[src/rtl/mult_factor_pkg.sv]
// Shared types and constants for the factor-search engine: FSM states,
// minimum operand values and the per-pair cycle cost.
package mult_factor_pkg;

  typedef enum logic [2:0] {
    IDLE,
    LOAD,
    MUL,
    CHECK,
    EMIT,
    DONE
  } state_t;

  localparam int A_MIN = 2;
  localparam int B_MIN = 2;

  // LOAD + B_W multiply steps + CHECK
  function automatic int pair_cycles(input int b_w);
    return b_w + 2;
  endfunction

endpackage

[src/rtl/seq_shift_add_mul.sv]
// Iterative shift-add multiplier: one multiplier bit per cycle, B_W cycles
// after a load. o_last flags the final step, o_done pulses with the result.
module seq_shift_add_mul #(
  parameter int A_W = 4,
  parameter int B_W = 3,
  parameter int P_W = A_W + B_W
) (
  input  logic           i_clk,
  input  logic           i_rst,
  input  logic           i_load,
  input  logic [A_W-1:0] i_a,
  input  logic [B_W-1:0] i_b,
  output logic           o_busy,
  output logic           o_last,
  output logic           o_done,
  output logic [P_W-1:0] o_prod
);

  localparam int SW = (B_W > 1) ? $clog2(B_W) : 1;
  localparam logic [SW-1:0] LAST_STEP = SW'(B_W - 1);

  logic [P_W-1:0] r_acc;
  logic [B_W-1:0] r_mreg;
  logic [SW-1:0]  r_step;
  logic           r_busy;
  logic           r_done;
  logic [P_W-1:0] w_addend;

  assign w_addend = P_W'(i_a) << r_step;

  always_ff @(posedge i_clk or posedge i_rst) begin
    if (i_rst) begin
      r_acc  <= '0;
      r_mreg <= '0;
      r_step <= '0;
      r_busy <= 1'b0;
      r_done <= 1'b0;
    end else begin
      r_done <= 1'b0;
      if (i_load) begin
        r_acc  <= '0;
        r_mreg <= i_b;
        r_step <= '0;
        r_busy <= 1'b1;
      end else if (r_busy) begin
        if (r_mreg[0]) r_acc <= r_acc + w_addend;
        r_mreg <= r_mreg >> 1;
        if (r_step == LAST_STEP) begin
          r_busy <= 1'b0;
          r_done <= 1'b1;
        end else begin
          r_step <= r_step + SW'(1);
        end
      end
    end
  end

  assign o_busy = r_busy;
  assign o_last = r_busy && (r_step == LAST_STEP);
  assign o_done = r_done;
  assign o_prod = r_acc;

endmodule

[src/rtl/mult_factor_search.sv]
// Exhaustive factor search: enumerates (a, b) >= 2, streams every a*b == T.
// Optional MULT_FACTOR_PRUNE_EN skips the rest of a row once a*b exceeds T.
module mult_factor_search
  import mult_factor_pkg::*;
#(
  parameter int A_W   = 4,
  parameter int B_W   = 3,
  parameter int P_W   = A_W + B_W,
  parameter int CNT_W = A_W + B_W
) (
  input  logic             i_clk,
  input  logic             i_rst,
  input  logic             i_start,
  input  logic             i_abort,
  input  logic [P_W-1:0]   i_target,
  output logic             o_busy,
  output logic             o_sol_valid,
  input  logic             i_sol_ready,
  output logic [A_W-1:0]   o_sol_a,
  output logic [B_W-1:0]   o_sol_b,
  output logic             o_done,
  output logic             o_sat,
  output logic [CNT_W-1:0] o_sol_count
);

  localparam logic [A_W-1:0] A_LO = A_W'(A_MIN);
  localparam logic [B_W-1:0] B_LO = B_W'(B_MIN);
  localparam logic [A_W-1:0] A_HI = '1;
  localparam logic [B_W-1:0] B_HI = '1;

  state_t           r_state;
  logic [P_W-1:0]   r_target;
  logic [A_W-1:0]   r_a;
  logic [B_W-1:0]   r_b;
  logic             r_busy;
  logic             r_sol_valid;
  logic [A_W-1:0]   r_sol_a;
  logic [B_W-1:0]   r_sol_b;
  logic             r_done;
  logic             r_sat;
  logic [CNT_W-1:0] r_sol_count;

  logic             w_mul_load;
  logic             w_mul_busy;
  logic             w_mul_last;
  logic             w_mul_done;
  logic [P_W-1:0]   w_prod;
  logic             w_b_wrap;
  logic             w_a_wrap;
  logic             w_adv_end;
  logic [A_W-1:0]   w_adv_a;
  logic [B_W-1:0]   w_adv_b;
  logic             w_hit;

  assign w_mul_load = (r_state == LOAD);
  assign w_b_wrap   = (r_b == B_HI);
  assign w_a_wrap   = (r_a == A_HI);
  assign w_adv_end  = w_b_wrap && w_a_wrap;
  assign w_adv_a    = w_b_wrap ? r_a + A_W'(1) : r_a;
  assign w_adv_b    = w_b_wrap ? B_LO : r_b + B_W'(1);
  assign w_hit      = w_mul_done && (w_prod == r_target);

`ifdef MULT_FACTOR_PRUNE_EN
  logic w_over;
  // products grow with b, so once past T the rest of this row cannot match
  assign w_over = w_mul_done && (w_prod > r_target);
`endif

  seq_shift_add_mul #(
    .A_W(A_W),
    .B_W(B_W),
    .P_W(P_W)
  ) u_mul (
    .i_clk  (i_clk),
    .i_rst  (i_rst),
    .i_load (w_mul_load),
    .i_a    (r_a),
    .i_b    (r_b),
    .o_busy (w_mul_busy),
    .o_last (w_mul_last),
    .o_done (w_mul_done),
    .o_prod (w_prod)
  );

  always_ff @(posedge i_clk or posedge i_rst) begin
    if (i_rst) begin
      r_state     <= IDLE;
      r_target    <= '0;
      r_a         <= '0;
      r_b         <= '0;
      r_busy      <= 1'b0;
      r_sol_valid <= 1'b0;
      r_sol_a     <= '0;
      r_sol_b     <= '0;
      r_done      <= 1'b0;
      r_sat       <= 1'b0;
      r_sol_count <= '0;
    end else begin
      r_done <= 1'b0;
      if (i_abort && (r_state != IDLE)) begin
        r_state     <= IDLE;
        r_busy      <= 1'b0;
        r_sol_valid <= 1'b0;
      end else begin
        case (r_state)
          IDLE: begin
            if (i_start) begin
              r_target    <= i_target;
              r_sat       <= 1'b0;
              r_sol_count <= '0;
              r_a         <= A_LO;
              r_b         <= B_LO;
              r_busy      <= 1'b1;
              r_state     <= LOAD;
            end
          end
          LOAD: r_state <= MUL;
          MUL: begin
            if (w_mul_busy && w_mul_last) r_state <= CHECK;
          end
          CHECK: begin
            if (w_hit) begin
              r_sol_valid <= 1'b1;
              r_sol_a     <= r_a;
              r_sol_b     <= r_b;
              r_state     <= EMIT;
            end
`ifdef MULT_FACTOR_PRUNE_EN
            else if (w_over) begin
              if (w_a_wrap) begin
                r_busy  <= 1'b0;
                r_done  <= 1'b1;
                r_state <= DONE;
              end else begin
                r_a     <= r_a + A_W'(1);
                r_b     <= B_LO;
                r_state <= LOAD;
              end
            end
`endif
            else if (w_adv_end) begin
              r_busy  <= 1'b0;
              r_done  <= 1'b1;
              r_state <= DONE;
            end else begin
              r_a     <= w_adv_a;
              r_b     <= w_adv_b;
              r_state <= LOAD;
            end
          end
          EMIT: begin
            if (i_sol_ready) begin
              r_sol_valid <= 1'b0;
              r_sat       <= 1'b1;
              if (r_sol_count != '1) r_sol_count <= r_sol_count + CNT_W'(1);
              if (w_adv_end) begin
                r_busy  <= 1'b0;
                r_done  <= 1'b1;
                r_state <= DONE;
              end else begin
                r_a     <= w_adv_a;
                r_b     <= w_adv_b;
                r_state <= LOAD;
              end
            end
          end
          DONE:    r_state <= IDLE;
          default: r_state <= IDLE;
        endcase
      end
    end
  end

  assign o_busy      = r_busy;
  assign o_sol_valid = r_sol_valid;
  assign o_sol_a     = r_sol_a;
  assign o_sol_b     = r_sol_b;
  assign o_done      = r_done;
  assign o_sat       = r_sat;
  assign o_sol_count = r_sol_count;

endmodule

[config.mk]
export PLATFORM = sky130hd
export DESIGN_NAME = mult_factor_search
export DESIGN_NICKNAME = d
export VERILOG_FILES = /design/src/rtl/mult_factor_pkg.sv /design/src/rtl/seq_shift_add_mul.sv /design/src/rtl/mult_factor_search.sv
export SDC_FILE = /design/constraint.sdc
export NUM_CORES = 1
export LEC_CHECK = 0
export ABC_AREA = 1
export CAP_MARGIN = 20
export CELL_PAD_IN_SITES_DETAIL_PLACEMENT = 1
export CELL_PAD_IN_SITES_GLOBAL_PLACEMENT = 1
export CORE_MARGIN = 2
export CORE_UTILIZATION = 35
export CTS_BUF_LIST = sky130_fd_sc_hd__clkbuf_4 sky130_fd_sc_hd__clkbuf_8
export CTS_CLUSTER_SIZE = 25
export DETAILED_ROUTE_END_ITERATION = 10
export PLACE_DENSITY = 0.68
export SKIP_LAST_GASP = 1
export SLEW_MARGIN = 20
export SYNTH_ARGS = -nofsm -noshare
export SYNTH_HDL_FRONTEND = slang
export SYNTH_SLANG_ARGS = --single-unit
export TNS_END_PERCENT = 10
[constraint.sdc]
create_clock -name i_clk -period 2.1 [get_ports i_clk]
set_clock_uncertainty 0.05 [all_clocks]
set_input_delay 0.21 -clock i_clk [delete_from_list [all_inputs] [get_ports i_clk]]
set_output_delay 0.21 -clock i_clk [all_outputs]
set_load 0.05 [all_outputs]
==> results of run 1 <==
## flip-flops by register name, indices dropped and copies added (netlist names)
register / flops
o_sol_b: 3
u_mul.o_prod: 7
r_b: 3
o_sol_count: 7
r_a: 4
r_target: 7
o_done: 1
u_mul.o_busy: 1
o_sol_valid: 1
o_sat: 1
u_mul.r_step: 2
u_mul.r_mreg: 3
r_state: 3
u_mul.o_done: 1
o_sol_a: 4
o_busy: 1
## critical path, delay by kind of cell (launching register included)
family	cells	cell delay [ns]
AND/OR/NAND/NOR	3	0.20
flip-flops	1	0.38
AO/OA/AOI/OAI	3	0.37
buffers and inverters	2	0.21
adder cells (fa/ha/maj)	2	0.59
## cells by family (layout without fill, tap and decap cells)
family,count (synthesis),after routing,share of synthesized area (%)
and+or+nand+nor,199,199,30.51
buffers and inverters,56,99,7.453
DFF,49,49,42.96
muxes,1,1,0.3507
AOI/OAI and AO/OA,57,57,11.05
adders and majority gates,12,12,5.524
xor gates and xnor gates,7,7,2.148
## repair_timing
item / in CTS / in global routing
setup endpoints to repair: 0 / 4
resized for setup: 0 / 23
buffers inserted: 0 / 5
## cell usage in the layout, fill, tap and decap left out, drive strengths merged, types with 2 or more instances in the layout
cell           count
a31oi              2
o211ai             4
a21oi             10
xor2               5
ha                11
clkbuf             8
nor3               4
nand2            125
nand4              4
nor2              33
xnor2              2
o21ai             35
o22ai              4
inv               51
buf               11
clkdlybuf4s50     29
nand3             29
dfrtp             49
## metal layers
metal | up-vias | global-route usage [%] | part of all wire, %
met5 | - | 0 | 0
met4 | 0 | 5.072 | 1.8
met3 | 14 | 2.809 | 1.8
met2 | 28 | 32.92 | 52
met1 | 1245 | 22.35 | 44
li1 | 1310 | - | -
## path summary, 6_finish.rpt
check                                       end  depth (start not counted)             from
worst min-delay path                r_target[0]                          2            i_rst
max in group asynchronous       u_mul.r_step[0]                          3            i_rst
worst max register to register  u_mul.o_prod[4]                         10  u_mul.r_step[0]
min in group i_clk                  r_target[1]                          3      i_target[1]
worst min register to register           o_busy                          2           o_busy
worst max-delay path            u_mul.o_prod[4]                         10  u_mul.r_step[0]
## cell type report
cell class | count | area share (%)
well taps | 102 | 3.657
inverters | 51 | 5.486
flip-flops and latches | 49 | 35.25
multi-input cells | 276 | 42.02
repair buffers | 40 | 10.97
clock buffers | 8 | 2.617
## power groups by stage
| stage | sequential (mW) | clock (mW) | combinational [mW] |
|---|---|---|---|
| floorplan | 1.44 | 0 | 1.27 |
| global placement | 1.40 | 0 | 1.77 |
| detailed placement | 1.41 | 0 | 1.83 |
| CTS | 1.39 | 0.615 | 1.86 |
| global route | 1.43 | 0.660 | 2.26 |
| finish | 1.39 | 0.594 | 1.99 |
==> impl_results.md, run 1 <==
- N_diodes: 0
- Final core utilization: 44.70%
- Row count: 32
- Final hold vios: 0
- Yosys synthesis warning count: 0
- Final cell count without fillers: between 500 and 600
- Die Ht: between 90 and 100 um
- Most used flip-flop cell after synthesis: dfrtp_1
- H-tree levels: 2
- Synth top area share: a little over two fifths
- I/O pin cnt: 30
- Setup crit start kind: register
- Initial DRC Count: 51
- Worst hold margin: between 0.07 and 0.08 ns
- DIE WIDTH: 94.30 um
- RSZ-0062 raised after global routing: true
- Top cells by area, synth: dfrtp_1 (43%), nand2_1 (16%), inv_1 (5.9%)
- Sequential share of power: 35.0%
- CTS clk-pin slew, worst paths: roughly 0.09 ns
- Worst min path class: in2async
- Post-synthesis instance area: 2854 um^2
- TritonCTS Buffers: 5
- Initial Util: a little over a third
- Final setup margin: 0.1709 ns
- Filler instances: 981
- Multi-input gate area: 1466 um^2
- Post-route clock period utilization: between 90% and 100%
- Vias per cell: 4.937
- Placed insts: 513
- Critical path cell sequence: buf_2 -> nor3_1 -> ha_1 -> fa_2 -> a21oi_1 -> nor2_1 -> nor2_1 -> inv_1 -> o21ai_0 -> o21ai_0
- Final Max Tran Viols: 0
- Leak: 1.756 nW
- Mean post-synth cell area: 7.491 um^2
- Async SR Flop Fraction: between 90% and 100%
- Initial antenna violation count: 0
- Fmax achieved: 0.5184 GHz
- Max Cap Violations: 0
- Skew-Pair Late Insertion Delay: 0.30 ns
- Clock Sinks: 49
- Die area: around 8900 um^2
- Post-route setup TNS: 0 ns
- Area growth from synthesis to layout: 22.27%
- CTS tree: done
- Crit path max-delay cell type: dfrtp_2
- Pre-CTS setup slack: approximately 0.031 ns
- Final wirelength: 7.552 mm
- Largest net degree at the start of global routing: 43
- Nets: about 450
- Antenna viol nets, final: 0
- CP Class: reg2reg
- Syn_nets: roughly 410
- Worst path max stage delay: 0.38 ns
- FF/Latch Area: 1230 um^2
- First-pass GRT wire length: 12.72 mm
- Drt pass-1 iters: 4
- Vias in the first global route: 2716
- WP data arrival: 2.07 ns
- Detailed placement HPWL: 5.755 mm
- Relative slew margins: 65.40%
- GRT Overall Usage: 18.17%
- Post-synth top cells: nand2_1 (119), dfrtp_1 (49), inv_1 (45)
- DP Area: 3308 um^2
- Crit path time final: 1.929 ns
- Finished Cell Area: 3490 um^2
- Post-synthesis cell type count: 30
- Port bufs: 29
- DR vias: 2597
- Final setup violating endpoints: 0
- Seq/Total Area, Yosys: 42.96%
- PwrDens: ~1100 nW/um^2
- Total global routing overflow: 0
- CP required: 2.24 ns
- Drt drc: 0
- Share of layout cells above drive strength 1: roughly an eighth
- Internal power: 2.165 mW
- Sw frac: a little under half
- Combinational power share: 50.1%
- Avg WL per Cell: 14.36 um
- Measured slew at the worst slew-check pin: 0.5174 ns
- Clock Power Share: 15.0%
- Yosys top cell by area: dfrtp_1
- Maximum vdd drop: roughly 0.31 mV
- Cell with the most instances after synthesis: nand2_1
- Critical path peak fanout: 5
- Clock tree buffer depth: 2
- Core ar.: 7807 um^2
- CTS Hold Bufs: 0
- Post-synth EDFFs: 0
- Reg-to-reg slack, setup: 0.17 ns
- Setup crit end kind: register
- GPL Wtd Cong: approximately 0.87
- Clock root cell: clkbuf_8
- Overall power: 3.975 mW
- Outcome: finished clean
- Net Switching: 1.810 mW
- Mapped Cells: 381
- Seq cells post-synth: 49
Power figures use the tool's default switching activity.
==> run 2: changes to the inputs <==
==> constraint.sdc (replaced) <==
create_clock -name i_clk -period 1.9 [get_ports i_clk]
set_clock_uncertainty 0.05 [all_clocks]
set_input_delay 0.19 -clock i_clk [delete_from_list [all_inputs] [get_ports i_clk]]
set_output_delay 0.19 -clock i_clk [all_outputs]
set_load 0.05 [all_outputs]
==> run 2 against run 1 <==
  * The flow now finishes with violations (negative setup slack)
  * Worst hold slack better by 0.12 ns
  * Count of clock-buffer cells in the layout unchanged
  * Clock power up 9.9%
  * Flip-flop and latch count unchanged
  * Critical path depth up 1
  * Largest cell class unchanged
  * Largest power group unchanged
  * Critical path type unchanged
==> impl_results.md, run 2 (same netlist as run 1, synthesis figures left out) <==
- Outcome: finished, violations left (was finished clean)
- Failing checks: negative setup slack
- Overall power: 4.570 mW (was 3.975 mW)
- Vias per cell: 4.919 (was 4.937)
- Clock Sinks: 49 (unchanged)
- Crit path time final: 1.984 ns (was 1.929 ns)
- Largest net degree at the start of global routing: 50 (was 43)
- Setup crit start kind: register (unchanged)
- CTS clk-pin slew, worst paths: 0.09 ns (about the same)
- Clock Power Share: 14.3% (was 15.0%)
- Initial antenna violation count: 0 (unchanged)
- CTS tree: done (unchanged)
- Initial DRC Count: 101 (was 51)
- GPL Wtd Cong: 0.8645 (was 0.8712)
- Clock tree buffer depth: 2 (unchanged)
- Setup crit end kind: register (unchanged)
- TritonCTS Buffers: 5 (unchanged)
- Relative slew margins: 65.46% (was 65.40%)
- Vias in the first global route: 2768 (was 2716)
- Crit path max-delay cell type: dfrtp_1 (was dfrtp_2)
- Sequential share of power: 33.8% (was 35.0%)
- Port bufs: 29 (unchanged)
- Avg WL per Cell: 14.27 um (was 14.36 um)
- DIE WIDTH: 94.30 um (unchanged)
- Detailed placement HPWL: 5.725 mm (was 5.755 mm)
- Filler instances: 982 (was 981)
- Final hold vios: 0 (unchanged)
- Commonest non-fill, non-tap cell in the layout: nand2_1 (unchanged)
- WP data arrival: 2.12 ns (was 2.07 ns)
- Total global routing overflow: 0 (unchanged)
- RSZ-0062 raised after global routing: true (unchanged)
- Core ar.: 7807 um^2 (unchanged)
- Share of layout cells above drive strength 1: 14.84% (was 12.50%)
- Worst min path class: in2async (unchanged)
- PwrDens: 1273 nW/um^2 (was 1139 nW/um^2)
- Final setup margin: -0.08427 ns (was 0.1709 ns)
- Initial Util: 36.55% (unchanged)
- Row count: 32 (unchanged)
- Skew-Pair Late Insertion Delay: 0.30 ns (about the same)
- Nets: 461 (was 447)
- Combinational power share: 51.9% (was 50.1%)
- Pre-CTS setup slack: -0.1733 ns (was 0.03143 ns)
- CTS Hold Bufs: 0 (unchanged)
- Die area: 8892 um^2 (unchanged)
- Internal power: 2.536 mW (was 2.165 mW)
- Critical path cell sequence: inv_1 -> nand2_1 -> o21ai_1 -> o21ai_0 -> ha_1 -> nand2_1 -> inv_1 -> nand4_1 -> o211ai_1 -> and2_1 -> o22ai_1 (was buf_2 -> nor3_1 -> ha_1 -> fa_2 -> a21oi_1 -> nor2_1 -> nor2_1 -> inv_1 -> o21ai_0 -> o21ai_0)
- CP Class: reg2reg (unchanged)
- Leak: 1.827 nW (was 1.756 nW)
- Drt drc: 0 (unchanged)
- Area growth from synthesis to layout: 25.82% (was 22.27%)
- CP required: 2.03 ns (was 2.24 ns)
- R2R depth: 11 (was 10)
- N_diodes: 0 (unchanged)
- I/O pin cnt: 30 (unchanged)
- Die Ht: 94.30 um (unchanged)
- Measured slew at the worst slew-check pin: 0.5165 ns (was 0.5174 ns)
- Post-route clock period utilization: 104.4% (was 91.86%)
- Final Max Tran Viols: 0 (unchanged)
- Worst path max stage delay: 0.42 ns (was 0.38 ns)
- Fmax achieved: 0.5040 GHz (was 0.5184 GHz)
- Critical path peak fanout: 4 (was 5)
- Worst hold margin: 0.1963 ns (was 0.07836 ns)
- GRT Overall Usage: 18.20% (was 18.17%)
- Leading cell types in the layout, fill and taps excluded: nand2_1 (119), dfrtp_1 (46), inv_1 (44) (was nand2_1 (119), dfrtp_1 (46), inv_1 (42))
- Final setup violating endpoints: 3 (was 0)
- Drt pass-1 iters: 4 (unchanged)
- Net Switching: 2.034 mW (was 1.810 mW)
- First-pass GRT wire length: 12.77 mm (was 12.72 mm)
- H-tree levels: 2 (unchanged)
- Sw frac: 44.52% (was 45.54%)
- Max Cap Violations: 0 (unchanged)
- Final wirelength: 7.708 mm (was 7.552 mm)
- DR vias: 2656 (was 2597)
- Maximum vdd drop: 0.3995 mV (was 0.3128 mV)
- Antenna viol nets, final: 0 (unchanged)
- Clock root cell: clkbuf_8 (unchanged)
## run 2: changes by cell type in the layout (fill, tap and decap cells not counted), sizes merged
cell  before  now
buf       11   25
## run 2: path summary, 6_finish.rpt
| path | startpoint | end | slack (ns) |
|---|---|---|---|
| worst min-delay path | i_rst | r_target[4] | 0.20 |
| min in group i_clk | i_target[0] | r_target[0] | 0.40 |
| worst max register to register | r_a[1] | u_mul.o_prod[6] | -0.08 |
| max in group asynchronous | i_rst | u_mul.r_step[0] | 1.35 |
| worst min register to register | o_sol_b[2] | o_sol_b[2] | 0.45 |
| worst max-delay path | r_a[1] | u_mul.o_prod[6] | -0.08 |
## run 2: layer usage
layer  global-route usage [%]  part of all wire, %  vias up
met4                    5.556                  1.5        0
met5                        0                    0        -
met2                    32.56                   53       25
met3                    2.729                  1.8       11
met1                    22.59                   44     1289
li1                         -                    -     1331
## run 2: worst max-delay path: cells and delay by family (launching register included)
kind / cells / cell delay [ns]
AOI/OAI and AO/OA: 4 / 0.48
adders and majority gates: 1 / 0.36
and+or+nand+nor: 4 / 0.42
DFF: 1 / 0.42
buffers and inverters: 2 / 0.16
## run 2: power groups by stage
stage          sequential, mW  clock, mW  combinational (mW)
2_1_floorplan            1.59          0                1.40
3_3_place_gp             1.54          0                2.11
3_5_place_dp             1.56          0                2.17
4_1_cts                  1.55      0.685                2.21
5_1_grt                  1.58      0.725                2.69
6_report                 1.54      0.653                2.37
## run 2: area by class of cell
class | instances | area (um^2) | share of cell area (%)
sequential | 49 | 1230 | 34.25
timing repair buffer | 54 | 494.2 | 13.76
clock buffer | 8 | 91.34 | 2.544
multi-input combinational | 276 | 1456 | 40.56
inverter | 51 | 191.4 | 5.331
tap | 102 | 127.6 | 3.554
## run 2: per-stage QoR
step | instances | cell area, um^2 | TNS, ns | util (%)
floorplan | 381 | 2858 | -0.0001464 | -
global placement | 526 | 3408 | -0.08317 | 43.65
detailed placement | 526 | 3408 | -0.2949 | 43.65
CTS | 535 | 3515 | -0.02654 | 45.02
global route | 540 | 3591 | -1.052 | 45.99
finish | 540 | 3591 | -0.1829 | 45.99
## run 2: timing repair
item / 4_1_cts / 5_1_grt
setup endpoints to repair: 4 / 18
cloned: 0 / 0
setup buffers: 1 / 5
pin swaps: 0 / 6
resized for setup: 5 / 15
==> run 3: changes to the inputs <==
--- a/config.mk
+++ b/config.mk
@@ -5,7 +5,6 @@
 export SDC_FILE = /design/constraint.sdc
 export NUM_CORES = 1
 export LEC_CHECK = 0
-export ABC_AREA = 1
 export CAP_MARGIN = 20
 export CELL_PAD_IN_SITES_DETAIL_PLACEMENT = 1
 export CELL_PAD_IN_SITES_GLOBAL_PLACEMENT = 1
@@ -14,7 +13,8 @@
 export CTS_BUF_LIST = sky130_fd_sc_hd__clkbuf_4 sky130_fd_sc_hd__clkbuf_8
 export CTS_CLUSTER_SIZE = 25
 export DETAILED_ROUTE_END_ITERATION = 10
-export PLACE_DENSITY = 0.68
+export GPL_ROUTABILITY_DRIVEN = 0
+export PLACE_DENSITY = 0.65
 export SKIP_LAST_GASP = 1
 export SLEW_MARGIN = 20
 export SYNTH_ARGS = -nofsm -noshare
==> run 3 against run 2 <==
  * The run still ends with negative setup slack left
  * Global-route usage rose by 0.88 points
  * Worst hold slack worse by 0.0099 ns
  * First-iteration DRC count is 32% lower
  * Clock power increased by 23%
  * Total power grew 1.8%
  * Synthesized area is 3.8% lower
  * Count of clock-buffer cells in the layout is 2 lower
  * Final cell count down 12%
  * Synthesized cell count decreased by 26%
  * Final area is 5.6% higher
  * Critical endpoint unchanged
==> impl_results.md, run 3 <==
- Outcome: finished, violations left (unchanged)
- Failing checks: negative setup slack (unchanged)
- Metal3 WL: 110 um (was 137 um)
- Top sig layer: met4 (unchanged)
- Worst hold margin: 0.1864 ns (was 0.1963 ns)
- Total global routing overflow: 0 (unchanged)
- Clock Sinks: 49 (unchanged)
- Skew-Pair Late Insertion Delay: 0.31 ns (was 0.30 ns)
- Crit-path most repeated cell: a21oi_2
- Drt drc: 0 (unchanged)
- Final Max Tran Viols: 0 (unchanged)
- Port bufs: 29 (unchanged)
- Post-synth EDFFs: 0 (unchanged)
- Die Ht: 92.56 um (was 94.30 um)
- Leading cell types in the layout, fill and taps excluded: buf_4 (62), nand2_1 (52), dfrtp_1 (48) (was nand2_1 (119), dfrtp_1 (46), inv_1 (44))
- Yosys top cell by area: dfrtp_1 (unchanged)
- RSZ-0062 raised after global routing: true (unchanged)
- Avg WL per Cell: 15.84 um (was 14.27 um)
- CP Class: reg2reg (unchanged)
- CTS Hold Bufs: 0 (unchanged)
- Initial antenna violation count: 0 (unchanged)
- Post-route clock period utilization: 114.1% (was 104.4%)
- Critical path peak fanout: 5 (was 4)
- R2R depth: 9 (was 11)
- DR vias: 2390 (was 2656)
- Largest net degree at the start of global routing: 50 (unchanged)
- WL met1: 3.345 mm (was 3.386 mm)
- GRT Overall Usage: 19.08% (was 18.20%)
- Core ar.: 7647 um^2 (was 7807 um^2)
- Reg-to-reg slack, setup: -0.27 ns (was -0.08 ns)
- Mapped Cells: 283 (was 381)
- Crit path time final: 2.168 ns (was 1.984 ns)
- I/O pin cnt: 30 (unchanged)
- Maximum vdd drop: 0.5335 mV (was 0.3995 mV)
- Mean post-synth cell area: 9.700 um^2 (was 7.491 um^2)
- DIE WIDTH: 92.56 um (was 94.30 um)
- Async SR Flop Fraction: 100.0% (unchanged)
- CTS tree: done (unchanged)
- Worst path max stage delay: 0.47 ns (was 0.42 ns)
- Measured slew at the worst slew-check pin: 0.5270 ns (was 0.5165 ns)
- TritonCTS Buffers: 5 (unchanged)
- Final core utilization: 49.59% (was 45.99%)
- Area growth from synthesis to layout: 38.15% (was 25.82%)
- Seq/Total Area, Yosys: 44.67% (was 42.96%)
- Buf/Inv on CP: 0 (was 2)
- Synth top area share: 44.67% (was 42.96%)
- CTS clk-pin slew, worst paths: 0.10 ns (was 0.09 ns)
- Clock root cell: clkbuf_8 (unchanged)
- FF-to-FF End: u_mul.o_prod[6] (unchanged)
- Row count: 32 (unchanged)
- N_diodes: 0 (unchanged)
- First-pass GRT wire length: 13.05 mm (was 12.77 mm)
- Commonest non-fill, non-tap cell in the layout: buf_4 (was nand2_1)
- Filler instances: 878 (was 982)
- Share of layout cells above drive strength 1: 29.38% (was 14.84%)
- Cell with the most instances after synthesis: nand2_1 (unchanged)
- Detail Route met2 WL: 3.978 mm (was 4.071 mm)
- WP data arrival: 2.36 ns (was 2.12 ns)
- Crit path max-delay cell type: dfrtp_2 (was dfrtp_1)
- Drt pass-1 iters: 4 (unchanged)
- Crit path to: u_mul.o_prod[6] (unchanged)
- Setup crit start kind: register (unchanged)
- Syn_nets: 307 (was 405)
- Post-synth top cells: nand2_1 (53), dfrtp_1 (49), nor2_1 (25) (was nand2_1 (119), dfrtp_1 (49), inv_1 (45))
- H-tree levels: 2 (unchanged)
- Detailed placement HPWL: 5.769 mm (was 5.725 mm)
- PwrDens: 1227 nW/um^2 (was 1273 nW/um^2)
- Initial Util: 35.90% (was 36.55%)
- Final wirelength: 7.492 mm (was 7.708 mm)
- FF/Latch Area: 1227 um^2 (was 1230 um^2)
- Critical R2R Launch: u_mul.r_step[0] (was r_a[1])
- Leak: 1.732 nW (was 1.827 nW)
- Post-synthesis instance area: 2745 um^2 (was 2854 um^2)
- Nets: 394 (was 461)
- Worst min path class: in2async (unchanged)
- Post-synthesis cell type count: 51 (was 30)
- Antenna viol nets, final: 0 (unchanged)
- Clock tree buffer depth: 2 (unchanged)
- Relative slew margins: 64.76% (was 65.46%)
- Max Cap Violations: 0 (unchanged)
- Top cells by area, synth: dfrtp_1 (45%), nand2_1 (7.2%), ha_1 (5.0%) (was dfrtp_1 (43%), nand2_1 (16%), inv_1 (5.9%))
- Die area: 8567 um^2 (was 8892 um^2)
- Final hold vios: 0 (unchanged)
- Fmax achieved: 0.4612 GHz (was 0.5040 GHz)
- Vias in the first global route: 2705 (was 2768)
- Seq cells post-synth: 49 (unchanged)
- Final setup margin: -0.2683 ns (was -0.08427 ns)
- Critical path cell sequence: mux2_4 -> nor2_4 -> a21oi_2 -> ha_1 -> a21oi_2 -> o21ai_2 -> mux2i_1 -> or3_1 -> nand2_1 (was inv_1 -> nand2_1 -> o21ai_1 -> o21ai_0 -> ha_1 -> nand2_1 -> inv_1 -> nand4_1 -> o211ai_1 -> and2_1 -> o22ai_1)
- Initial DRC Count: 69 (was 101)
- Family with the most delay on the worst path: simple AND/OR/NAND/NOR gates (was compound AO/OA/AOI/OAI gates)
- Most used flip-flop cell after synthesis: dfrtp_1 (unchanged)
- Vias per cell: 5.053 (was 4.919)
- Instance count on the critical path: 9 (was 11)
- Setup crit end kind: register (unchanged)
- Yosys synthesis warning count: 0 (unchanged)
- CP Launch Point: u_mul.r_step[0] (was r_a[1])
- Multi-input gate area: 1511 um^2 (was 1456 um^2)
- CP required: 2.10 ns (was 2.03 ns)
- Final setup violating endpoints: 10 (was 3)
-- run 3: cell count changes in the layout (fill, tap and decap cells not counted), moves of 5 or more --
| cell | before | now |
|---|---|---|
| nand2_1 | 119 | 52 |
| mux2_2 | 0 | 9 |
| nand3_1 | 28 | 6 |
| inv_2 | 7 | 1 |
| mux2i_1 | 1 | 7 |
| nor2_1 | 28 | 23 |
| buf_4 | 23 | 62 |
| xnor2_1 | 2 | 15 |
| inv_1 | 44 | 4 |
| o21ai_0 | 26 | 10 |
| xor2_1 | 5 | 0 |
-- run 3: layout make-up --
type / count / area share, %
clock inverter: 2 / 0.9898
inverter: 5 / 0.4949
timing repair buffer: 93 / 20.75
clock buffer: 6 / 2.177
multi-input combinational: 216 / 39.85
tap: 102 / 3.365
sequential: 49 / 32.37
-- run 3: timing repair --
| item | in CTS | in global routing |
|---|---|---|
| pin swaps | 2 | 2 |
| setup endpoints to repair | 12 | 35 |
| gates cloned | 0 | 0 |
| gates resized for setup | 3 | 15 |
| buffers inserted | 1 | 1 |
-- run 3: layer usage --
layer / vias to the layer above / GRT usage [%]
met1: 1201 / 23.88
met3: 5 / 2.604
met5: - / 0
met2: 22 / 35.28
li1: 1162 / -
met4: 0 / 3.358
-- run 3: kinds of logic (layout without fill, tap and decap cells) --
group | after synthesis | count (layout) | synth area share [%]
mux | 19 | 19 | 7.430
compound gates | 49 | 49 | 12.81
simple gates | 121 | 121 | 21.60
fa+ha+maj | 12 | 12 | 5.743
buf+inv | 18 | 106 | 2.963
xor+xnor | 15 | 15 | 4.786
flops | 49 | 49 | 44.67
-- run 3: worst min-delay path, cell delays in order --
cell and delay (ns):
clkdlybuf4s50_1 0.41, inv_2 0.07, buf_12 0.26
-- run 3: where the power goes --
| group | switching (mW) | internal, mW |
|---|---|---|
| logic | 1.22 | 1.17 |
| clock network | 0.371 | 0.429 |
| registers | 0.203 | 1.26 |
| total | 1.80 | 2.85 |
-- run 3: through the flow --
step                      TNS [ns]  area (um^2)  std cells  power (mW)  setup WS (ns)
after floorplan            -0.8095         2766        283       2.797        -0.2010
after global placement      -1.956         3593        463       3.615        -0.2158
after detailed placement    -2.675         3593        463       3.699        -0.3119
after CTS                   -1.667         3729        472       4.556        -0.2566
after global routing        -4.077         3792        473       4.996        -0.3897
final                       -1.417         3792        473       4.652        -0.2683
-- run 3: how the worst min path moves through the flow --
stage,startpoint,end
final,i_rst,o_sat
after CTS,i_rst,o_sol_valid
after global routing,i_rst,o_sat
after global placement,r_target[0],r_target[0]
after floorplan,i_abort,r_state[1]
after detailed placement,o_sol_a[3],o_sol_a[3]
